==> src/rtl/vga_grid_capture_pkg.sv <==
// Shared constants and types for the VGA grid capture block: 480p timing,
// game-grid geometry, the colour word and the capture state encoding.
package vga_grid_capture_pkg;

   // 640x480 @ 60 Hz line and frame timing
   localparam int VGA_H_TOTAL     = 800;
   localparam int VGA_H_SYNC      = 96;
   localparam int VGA_H_BP        = 48;
   localparam int VGA_H_ACT_START = VGA_H_SYNC + VGA_H_BP;
   localparam int VGA_V_TOTAL     = 525;
   localparam int VGA_V_SYNC      = 2;
   localparam int VGA_V_BP        = 33;
   localparam int VGA_V_ACT_START = VGA_V_SYNC + VGA_V_BP;

   // Game grid: 8x8 cells of 2**CELL_LOG2 pixels, top-left corner in active space
   localparam int VGA_GRID_X0   = 192;
   localparam int VGA_GRID_Y0   = 112;
   localparam int VGA_CELL_LOG2 = 5;
   localparam int GRID_DIM      = 8;

   // Position counters and measurements are 10 bits wide
   localparam int CNT_W = 10;

   typedef struct packed {
      logic [3:0] r;
      logic [3:0] g;
      logic [3:0] b;
   } rgb12_t;

   typedef logic [1:0] cap_state_t;

   localparam cap_state_t ST_IDLE  = 2'd0;
   localparam cap_state_t ST_ARMED = 2'd1;
   localparam cap_state_t ST_CAP   = 2'd2;

endpackage

==> src/rtl/vga_grid_capture_if.sv <==
// VGA video stream: active-low syncs plus 12-bit colour, one pixel per clock.
interface vga_grid_capture_if;
   logic       hsync;
   logic       vsync;
   logic [3:0] r;
   logic [3:0] g;
   logic [3:0] b;

   modport master (output hsync, vsync, r, g, b);
   modport slave  (input  hsync, vsync, r, g, b);
endinterface

==> src/rtl/vga_grid_capture_timing_meter.sv <==
// Input registers, sync edge detection, pixel/line position counters and
// line/frame period measurement with lock qualification.
module vga_timing_meter
   import vga_grid_capture_pkg::*;
#(
   parameter int H_TOTAL = VGA_H_TOTAL,
   parameter int V_TOTAL = VGA_V_TOTAL
)
(
   input  logic             i_clk,
   input  logic             i_rst_n,
   input  logic             i_hsync,
   input  logic             i_vsync,
   input  rgb12_t           i_rgb,
   output rgb12_t           o_rgb,
   output logic             o_vs_fall,
   output logic [CNT_W-1:0] o_hcnt,
   output logic [CNT_W-1:0] o_vcnt,
   output logic [CNT_W-1:0] o_line_len,
   output logic [CNT_W-1:0] o_frame_lines,
   output logic             o_locked
);

   localparam logic [CNT_W-1:0] H_TOT_C = CNT_W'(H_TOTAL);
   localparam logic [CNT_W-1:0] V_TOT_C = CNT_W'(V_TOTAL);

   logic             hs_p0, hs_p1;
   logic             vs_p0, vs_p1;
   rgb12_t           rgb_p0;
   logic             hs_fall, vs_fall;
   logic [CNT_W-1:0] hcnt, vcnt;
   logic             line_ok_p0, line_ok_p1, frame_ok;

   // Counters and measurements stick at all-ones instead of wrapping
   function automatic logic [CNT_W-1:0] sat_inc(input logic [CNT_W-1:0] v);
      return (&v) ? v : v + 1'b1;
   endfunction

   // Register the incoming stream once; the second sync stage is edge history
   always_ff @(posedge i_clk or negedge i_rst_n) begin
      if (!i_rst_n) begin
         hs_p0  <= 1'b0;
         hs_p1  <= 1'b0;
         vs_p0  <= 1'b0;
         vs_p1  <= 1'b0;
         rgb_p0 <= '0;
      end else begin
         hs_p0  <= i_hsync;
         hs_p1  <= hs_p0;
         vs_p0  <= i_vsync;
         vs_p1  <= vs_p0;
         rgb_p0 <= i_rgb;
      end
   end

   assign hs_fall = hs_p1 & ~hs_p0;
   assign vs_fall = vs_p1 & ~vs_p0;

   // Pixel and line position, restarted by the sync falling edges
   always_ff @(posedge i_clk or negedge i_rst_n) begin
      if (!i_rst_n) begin
         hcnt <= '0;
         vcnt <= '0;
      end else begin
         hcnt <= hs_fall ? '0 : sat_inc(hcnt);
         if (vs_fall)
            vcnt <= '0;
         else if (hs_fall)
            vcnt <= sat_inc(vcnt);
      end
   end

   // Period measurement; lock needs two good lines and one good frame
   always_ff @(posedge i_clk or negedge i_rst_n) begin
      if (!i_rst_n) begin
         o_line_len    <= '0;
         o_frame_lines <= '0;
         line_ok_p0    <= 1'b0;
         line_ok_p1    <= 1'b0;
         frame_ok      <= 1'b0;
      end else begin
         if (hs_fall) begin
            o_line_len <= sat_inc(hcnt);
            line_ok_p0 <= (sat_inc(hcnt) == H_TOT_C);
            line_ok_p1 <= line_ok_p0;
         end
         if (vs_fall) begin
            o_frame_lines <= sat_inc(vcnt);
            frame_ok      <= (sat_inc(vcnt) == V_TOT_C);
         end
      end
   end

   assign o_locked  = line_ok_p0 & line_ok_p1 & frame_ok;
   assign o_vs_fall = vs_fall;
   assign o_hcnt    = hcnt;
   assign o_vcnt    = vcnt;
   assign o_rgb     = rgb_p0;

endmodule

==> src/rtl/vga_grid_capture.sv <==
// Receive side of the VGA output: measures timing and, on request, samples
// the centre pixel of each 8x8 grid cell of one full frame into a buffer.
module vga_grid_capture
   import vga_grid_capture_pkg::*;
#(
   parameter int H_TOTAL     = VGA_H_TOTAL,
   parameter int V_TOTAL     = VGA_V_TOTAL,
   parameter int H_ACT_START = VGA_H_ACT_START,
   parameter int V_ACT_START = VGA_V_ACT_START,
   parameter int GRID_X0     = VGA_GRID_X0,
   parameter int GRID_Y0     = VGA_GRID_Y0,
   parameter int CELL_LOG2   = VGA_CELL_LOG2
)
(
   input  logic                     i_clk,
   input  logic                     i_rst_n,
   vga_grid_capture_if.slave        vid,
   input  logic                     i_capture,
   input  logic [5:0]               i_rd_addr,
   output logic [11:0]              o_rd_data,
   output logic                     o_busy,
   output logic                     o_done,
   output logic                     o_valid,
   output logic                     o_locked,
   output logic                     o_err,
   output logic [CNT_W-1:0]         o_line_len,
   output logic [CNT_W-1:0]         o_frame_lines
);

   localparam int CELL   = 1 << CELL_LOG2;
   localparam int GRID_W = GRID_DIM * CELL;

   // Grid origin expressed in counter space, plus in-cell centre offset
   localparam logic signed [11:0] X_BASE   = 12'(H_ACT_START + GRID_X0);
   localparam logic signed [11:0] Y_BASE   = 12'(V_ACT_START + GRID_Y0);
   localparam logic signed [11:0] GRID_W_S = 12'(GRID_W);
   localparam logic        [11:0] CELL_MSK = 12'(CELL - 1);
   localparam logic        [11:0] CELL_MID = 12'(CELL / 2);

   rgb12_t           rgb;
   logic             vs_fall;
   logic [CNT_W-1:0] hcnt, vcnt;
   logic             locked;

   logic signed [11:0] gx, gy;
   logic               hit_x, hit_y;
   logic [2:0]         col, row;
   logic [5:0]         cell_addr;
   logic               cell_we;

   cap_state_t state;
   logic [5:0] wr_cnt;
   logic [11:0] cell_mem [64];

   vga_timing_meter #(
      .H_TOTAL (H_TOTAL),
      .V_TOTAL (V_TOTAL)
   ) u_meter (
      .i_clk         (i_clk),
      .i_rst_n       (i_rst_n),
      .i_hsync       (vid.hsync),
      .i_vsync       (vid.vsync),
      .i_rgb         ({vid.r, vid.g, vid.b}),
      .o_rgb         (rgb),
      .o_vs_fall     (vs_fall),
      .o_hcnt        (hcnt),
      .o_vcnt        (vcnt),
      .o_line_len    (o_line_len),
      .o_frame_lines (o_frame_lines),
      .o_locked      (locked)
   );

   // Position relative to the grid corner; negative means left of / above it
   assign gx = $signed({2'b00, hcnt}) - X_BASE;
   assign gy = $signed({2'b00, vcnt}) - Y_BASE;

   assign hit_x = (gx >= 12'sd0) && (gx < GRID_W_S) && (($unsigned(gx) & CELL_MSK) == CELL_MID);
   assign hit_y = (gy >= 12'sd0) && (gy < GRID_W_S) && (($unsigned(gy) & CELL_MSK) == CELL_MID);

   assign col       = 3'($unsigned(gx) >> CELL_LOG2);
   assign row       = 3'($unsigned(gy) >> CELL_LOG2);
   assign cell_addr = {row, col};
   assign cell_we   = (state == ST_CAP) && locked && hit_x && hit_y;

   // Capture control: arm, wait for a locked frame start, collect 64 cells
   always_ff @(posedge i_clk or negedge i_rst_n) begin
      if (!i_rst_n) begin
         state   <= ST_IDLE;
         wr_cnt  <= '0;
         o_done  <= 1'b0;
         o_valid <= 1'b0;
         o_err   <= 1'b0;
      end else begin
         o_done <= 1'b0;
         case (state)
            ST_IDLE: begin
               if (i_capture) begin
                  state   <= ST_ARMED;
                  o_valid <= 1'b0;
                  o_err   <= 1'b0;
               end
            end
            ST_ARMED: begin
               if (vs_fall && locked) begin
                  state  <= ST_CAP;
                  wr_cnt <= '0;
               end
            end
            ST_CAP: begin
               if (!locked) begin
                  state   <= ST_IDLE;
                  o_err   <= 1'b1;
                  o_valid <= 1'b0;
               end else if (cell_we) begin
                  wr_cnt <= wr_cnt + 6'd1;
                  if (wr_cnt == 6'd63) begin
                     state   <= ST_IDLE;
                     o_done  <= 1'b1;
                     o_valid <= 1'b1;
                  end
               end
            end
            default: state <= ST_IDLE;
         endcase
      end
   end

   // Colour buffer write port; contents are only meaningful while o_valid
   always_ff @(posedge i_clk) begin
      if (cell_we)
         cell_mem[cell_addr] <= rgb;
   end

   // Registered read port; a colliding write shows up on the next read
   always_ff @(posedge i_clk or negedge i_rst_n) begin
      if (!i_rst_n)
         o_rd_data <= '0;
      else
         o_rd_data <= cell_mem[i_rd_addr];
   end

   assign o_busy   = (state == ST_ARMED) || (state == ST_CAP);
   assign o_locked = locked;

endmodule

==> src/flat_wrapper.sv <==
// flat-port wrapper written by rule: the top's interface ports become plain ports
module vga_grid_capture_flat import vga_grid_capture_pkg::*;
#(
   parameter int H_TOTAL     = VGA_H_TOTAL,
   parameter int V_TOTAL     = VGA_V_TOTAL,
   parameter int H_ACT_START = VGA_H_ACT_START,
   parameter int V_ACT_START = VGA_V_ACT_START,
   parameter int GRID_X0     = VGA_GRID_X0,
   parameter int GRID_Y0     = VGA_GRID_Y0,
   parameter int CELL_LOG2   = VGA_CELL_LOG2
)
  (i_clk, i_rst_n, i_capture, i_rd_addr, o_rd_data, o_busy, o_done, o_valid, o_locked, o_err, o_line_len, o_frame_lines, vid_hsync, vid_vsync, vid_r, vid_g, vid_b);
  vga_grid_capture_if vid_i ();
  input  logic i_clk;
  input  logic i_rst_n;
  input  logic i_capture;
  input  logic [5:0] i_rd_addr;
  output logic [11:0] o_rd_data;
  output logic o_busy;
  output logic o_done;
  output logic o_valid;
  output logic o_locked;
  output logic o_err;
  output logic [CNT_W-1:0] o_line_len;
  output logic [CNT_W-1:0] o_frame_lines;
  input wire logic [$bits(vid_i.hsync)-1:0] vid_hsync;
  input wire logic [$bits(vid_i.vsync)-1:0] vid_vsync;
  input wire logic [$bits(vid_i.r)-1:0] vid_r;
  input wire logic [$bits(vid_i.g)-1:0] vid_g;
  input wire logic [$bits(vid_i.b)-1:0] vid_b;
  assign vid_i.hsync = vid_hsync;
  assign vid_i.vsync = vid_vsync;
  assign vid_i.r = vid_r;
  assign vid_i.g = vid_g;
  assign vid_i.b = vid_b;
  vga_grid_capture #(.H_TOTAL(H_TOTAL), .V_TOTAL(V_TOTAL), .H_ACT_START(H_ACT_START), .V_ACT_START(V_ACT_START), .GRID_X0(GRID_X0), .GRID_Y0(GRID_Y0), .CELL_LOG2(CELL_LOG2)) u_core (.i_clk(i_clk), .i_rst_n(i_rst_n), .vid(vid_i), .i_capture(i_capture), .i_rd_addr(i_rd_addr), .o_rd_data(o_rd_data), .o_busy(o_busy), .o_done(o_done), .o_valid(o_valid), .o_locked(o_locked), .o_err(o_err), .o_line_len(o_line_len), .o_frame_lines(o_frame_lines));
endmodule
==> config.mk <==
export PLATFORM = sky130hd
export DESIGN_NAME = vga_grid_capture_flat
export DESIGN_NICKNAME = d
export VERILOG_FILES = /design/src/rtl/vga_grid_capture_pkg.sv /design/src/rtl/vga_grid_capture_if.sv /design/src/rtl/vga_grid_capture_timing_meter.sv /design/src/rtl/vga_grid_capture.sv /design/src/flat_wrapper.sv
export SDC_FILE = /design/constraint.sdc
export NUM_CORES = 1
export LEC_CHECK = 0
export CORE_MARGIN = 2
export CORE_UTILIZATION = 26
export CTS_CLUSTER_DIAMETER = 120
export CTS_CLUSTER_SIZE = 24
export DETAILED_ROUTE_END_ITERATION = 8
export GPL_TIMING_DRIVEN = 0
export PLACE_DENSITY = 0.5
export REMOVE_ABC_BUFFERS = 1
export SYNTH_ARGS = -nofsm -noshare
export SYNTH_HDL_FRONTEND = slang
export SYNTH_HIERARCHICAL = 1
export SYNTH_SLANG_ARGS = --single-unit
==> constraint.sdc <==
create_clock -name i_clk -period 3.15 [get_ports i_clk]
set_clock_uncertainty 0.05 [all_clocks]
set_input_delay 0.315 -clock i_clk [delete_from_list [all_inputs] [get_ports i_clk]]
set_output_delay 0.315 -clock i_clk [all_outputs]
set_load 0.02 [all_outputs]
==> flow_metrics.env <==
export IMPL_outcome="finished clean"
export IMPL_synth_async_reset_ratio=0.0965
export IMPL_ys_flop_type="edfxtp_1"
export IMPL_clockBufferDepth=3
export IMPL_maxSlewViolCount=0
export IMPL_hold_path_class="input port to flop"
export IMPL_via_per_inst=4.72
export IMPL_required_ns=3.49
export IMPL_start_util=0.261
export IMPL_port_buffer_count=59
export IMPL_synth_common_cells="768 x edfxtp_1, 190 x mux4_2, 107 x nor2_1, 82 x dfrtp_1, 81 x nand2_1"
export IMPL_routed_wl_um=82900
export IMPL_cts_made_buffers=41
export IMPL_syn_avg_cell_area_um2=19.6
export IMPL_dr_pass1_iters=5
export IMPL_start_kind="input port"
export IMPL_place_congestion=0.829
export IMPL_insertion_delay_ns=0.62
export IMPL_dpl_cell_count=3349
export IMPL_cp_arrival_ns=3.43
export IMPL_yosysWarnings=6
export IMPL_slew_headroom=0.158
export IMPL_vdd_drop_max_mv=0.383
export IMPL_finalCritPeriodShare=0.981
export IMPL_synth_seq_cells=850
export IMPL_powerDensity_nw_per_um2=512
export IMPL_synth_top_cell_area_share=0.693
export IMPL_fmax_mhz=323
export IMPL_io_pins=60
export IMPL_rows=131
export IMPL_synth_cell_area_um2=33300
export IMPL_synthTopCellsByArea="edfxtp_1 69%, mux4_2 13%, dfrtp_1 6.2%"
export IMPL_place_area_um2=35900
export IMPL_grt_total_usage=0.125
export IMPL_clkPwrFrac=0.301
export IMPL_num_vias=16600
export IMPL_finalSetupViolCount=0
export IMPL_root_buffer="clkbuf_16"
export IMPL_grt_max_degree=81
export IMPL_hpwl_um=51900
export IMPL_path_clk_slew_ns=0.09
export IMPL_p_seq_frac=0.631
export IMPL_antenna_found_initial=3
export IMPL_synth_most_common_cell="edfxtp_1"
export IMPL_p_total_uw=19900
export IMPL_yosysSeqAreaShare=0.755
export IMPL_swShare=0.223
export IMPL_drt_iter0_markers=1511
export IMPL_leakage_uw=0.0120
export IMPL_internal_power_uw=15400
export IMPL_design_area_um2=38800
export IMPL_crit_fanout=15
export IMPL_r2r_worst_path_cells=10
export IMPL_dieArea_um2=131000
export IMPL_period_needed_ns=3.09
export IMPL_die_x_um=362
export IMPL_post_synth_top_area_cell="edfxtp_1"
export IMPL_grt_overflow_total=0
export IMPL_ant_nets=0
export IMPL_timing_final_ws_setup_ns=0.0585
export IMPL_maxCapViolCount=0
export IMPL_place_ws_ns=-1.77
export IMPL_fin_cells=3519
export IMPL_grt_pass1_vias=17300
export IMPL_synth_cells=1696
export IMPL_criticalPathCategory="input port to flop"
export IMPL_die_h_um=362
export IMPL_tightest_slew_ns=1.26
export IMPL_synthDistinctLibCells=72
export IMPL_final_hold_viol_count=0
export IMPL_switchingPower_uw=4420
export IMPL_layout_drive_gt1_share=0.261
export IMPL_htreeDepth=2
export IMPL_route_detailed_drc=0
export IMPL_combPwrFrac=0.068
export IMPL_cts_sinks=850
export IMPL_wire_per_inst_um=23.6
export IMPL_area_delta_synth_final_pct=16.6
export IMPL_core_area_um2=127000
export IMPL_nets=1866
export IMPL_min_path_cells=1
export IMPL_cts_tree="done"
export IMPL_synth_edf_count=768
export IMPL_grt_pass1_wl_um=121000
export IMPL_end_kind="flop"
export IMPL_rsz0062_at_grt="false"
## routing by layer
layer / GRT usage / wire (um) / vias up
met2: 0.205 / 40100 / 502
met1: 0.173 / 36400 / 8855
met4: 0.0359 / 1880 / 2
li1: - / - / 7161
met3: 0.0190 / 4590 / 92
met5: 0 / 7 / -
## layout by cell type (no fill, tap or decap), drive strengths merged, types with 8 or more instances in the layout
cell type,Yosys,final
nand3,22,22
mux2i,24,24
and3,9,9
nor3,10,10
nand2,81,81
inv,13,15
o21ai,45,45
edfxtp,768,768
mux4,192,192
buf,55,128
a211oi,8,8
clkdlybuf4s50,0,55
nor2,107,107
clkbuf,32,59
a31oi,13,13
o22ai,64,64
dfrtp,82,82
a21oi,25,25
nand2b,17,17
a22oi,8,8
## registers in the layout, summed over array words and instances (netlist names), 2 cells and up
register	flops
u_core/cell_mem	768
u_core/o_rd_data	12
u_core/state	2
u_core/u_meter/o_frame_lines	10
u_core/u_meter/o_hcnt	10
u_core/u_meter/o_line_len	10
u_core/u_meter/o_rgb	12
u_core/u_meter/o_vcnt	10
u_core/wr_cnt	6
## stage by stage
step | hold slack (ns) | TNS [ns] | utilization
floorplan | -0.0306 | 0 | -
global placement | 0.304 | -1438.07 | 0.278
detailed placement | 0.233 | -1212.04 | 0.282
CTS | 0.0368 | 0 | 0.304
global route | 0.0480 | 0 | 0.305
finish | 0.0756 | 0 | 0.305
## logic make-up (layout without fill, tap and decap cells)
group / count (synthesis) / count (layout) / synth area share
AO/OA/AOI/OAI: 200 / 200 / 0.0388
XOR/XNOR: 13 / 13 / 0.00342
adder cells (fa/ha/maj): 7 / 7 / 0.00263
buffers and inverters: 100 / 260 / 0.0170
flip-flops: 850 / 850 / 0.755
multiplexers: 223 / 223 / 0.140
other: 0 / 1 / 0
AND/OR/NAND/NOR: 303 / 303 / 0.0437
## power groups by stage
stage / Clock (uW) / Combinational (uW) / Sequential [uW]
4_1_cts: 6190 / 1370 / 12500
6_report: 5970 / 1350 / 12500
3_3_place_gp: 0 / 1480 / 12900
3_5_place_dp: 0 / 1360 / 12800
2_1_floorplan: 0 / 570 / 12800
5_1_grt: 6550 / 1460 / 12600
## worst max-delay path: stages
cell and delay (ns):
clkdlybuf4s50_1 0.99, nor2b_2 0.64, nand2_1 0.40, o22ai_1 0.48
nor4_1 0.20, nand2_1 0.11, o21ai_0 0.26
## layout make-up
type / count / area, um2
Fill cell: 12200 / 88600
Inverter: 13 / 48.8
Multi-Input combinational cell: 746 / 8140
Clock inverter: 4 / 52.6
Antenna cell: 1 / 2.50
Sequential cell: 850 / 25100
Clock buffer: 59 / 1120
Timing Repair Buffer: 184 / 2220
Tap cell: 1662 / 2080
## worst paths after layout
check | start | end | slack, ns
max reg2reg | u_core/state[0] | u_core/cell_mem[63][8] | 0.13
max in group asynchronous | i_rst_n | u_core/u_meter/o_rgb[6] | 2.24
min | vid_hsync | u_core/u_meter/hs_p0 | 0.08
min reg2reg | u_core/u_meter/vs_p0 | u_core/u_meter/vs_p1 | 0.34
min in group asynchronous | i_rst_n | u_core/u_meter/o_vcnt[4] | 0.14
max | i_rd_addr[3] | u_core/o_rd_data[11] | 0.06
## timing repair
action | in CTS | in global routing
setup buffers | 99 | 6
setup endpoints to repair | 777 | 146
hold buffers | 1 | 0
pin swaps | 60 | 4
gates resized for setup | 139 | 5
endpoints found under the hold margin | 67 | 0
No activity file was read; power rests on OpenSTA's default activity.
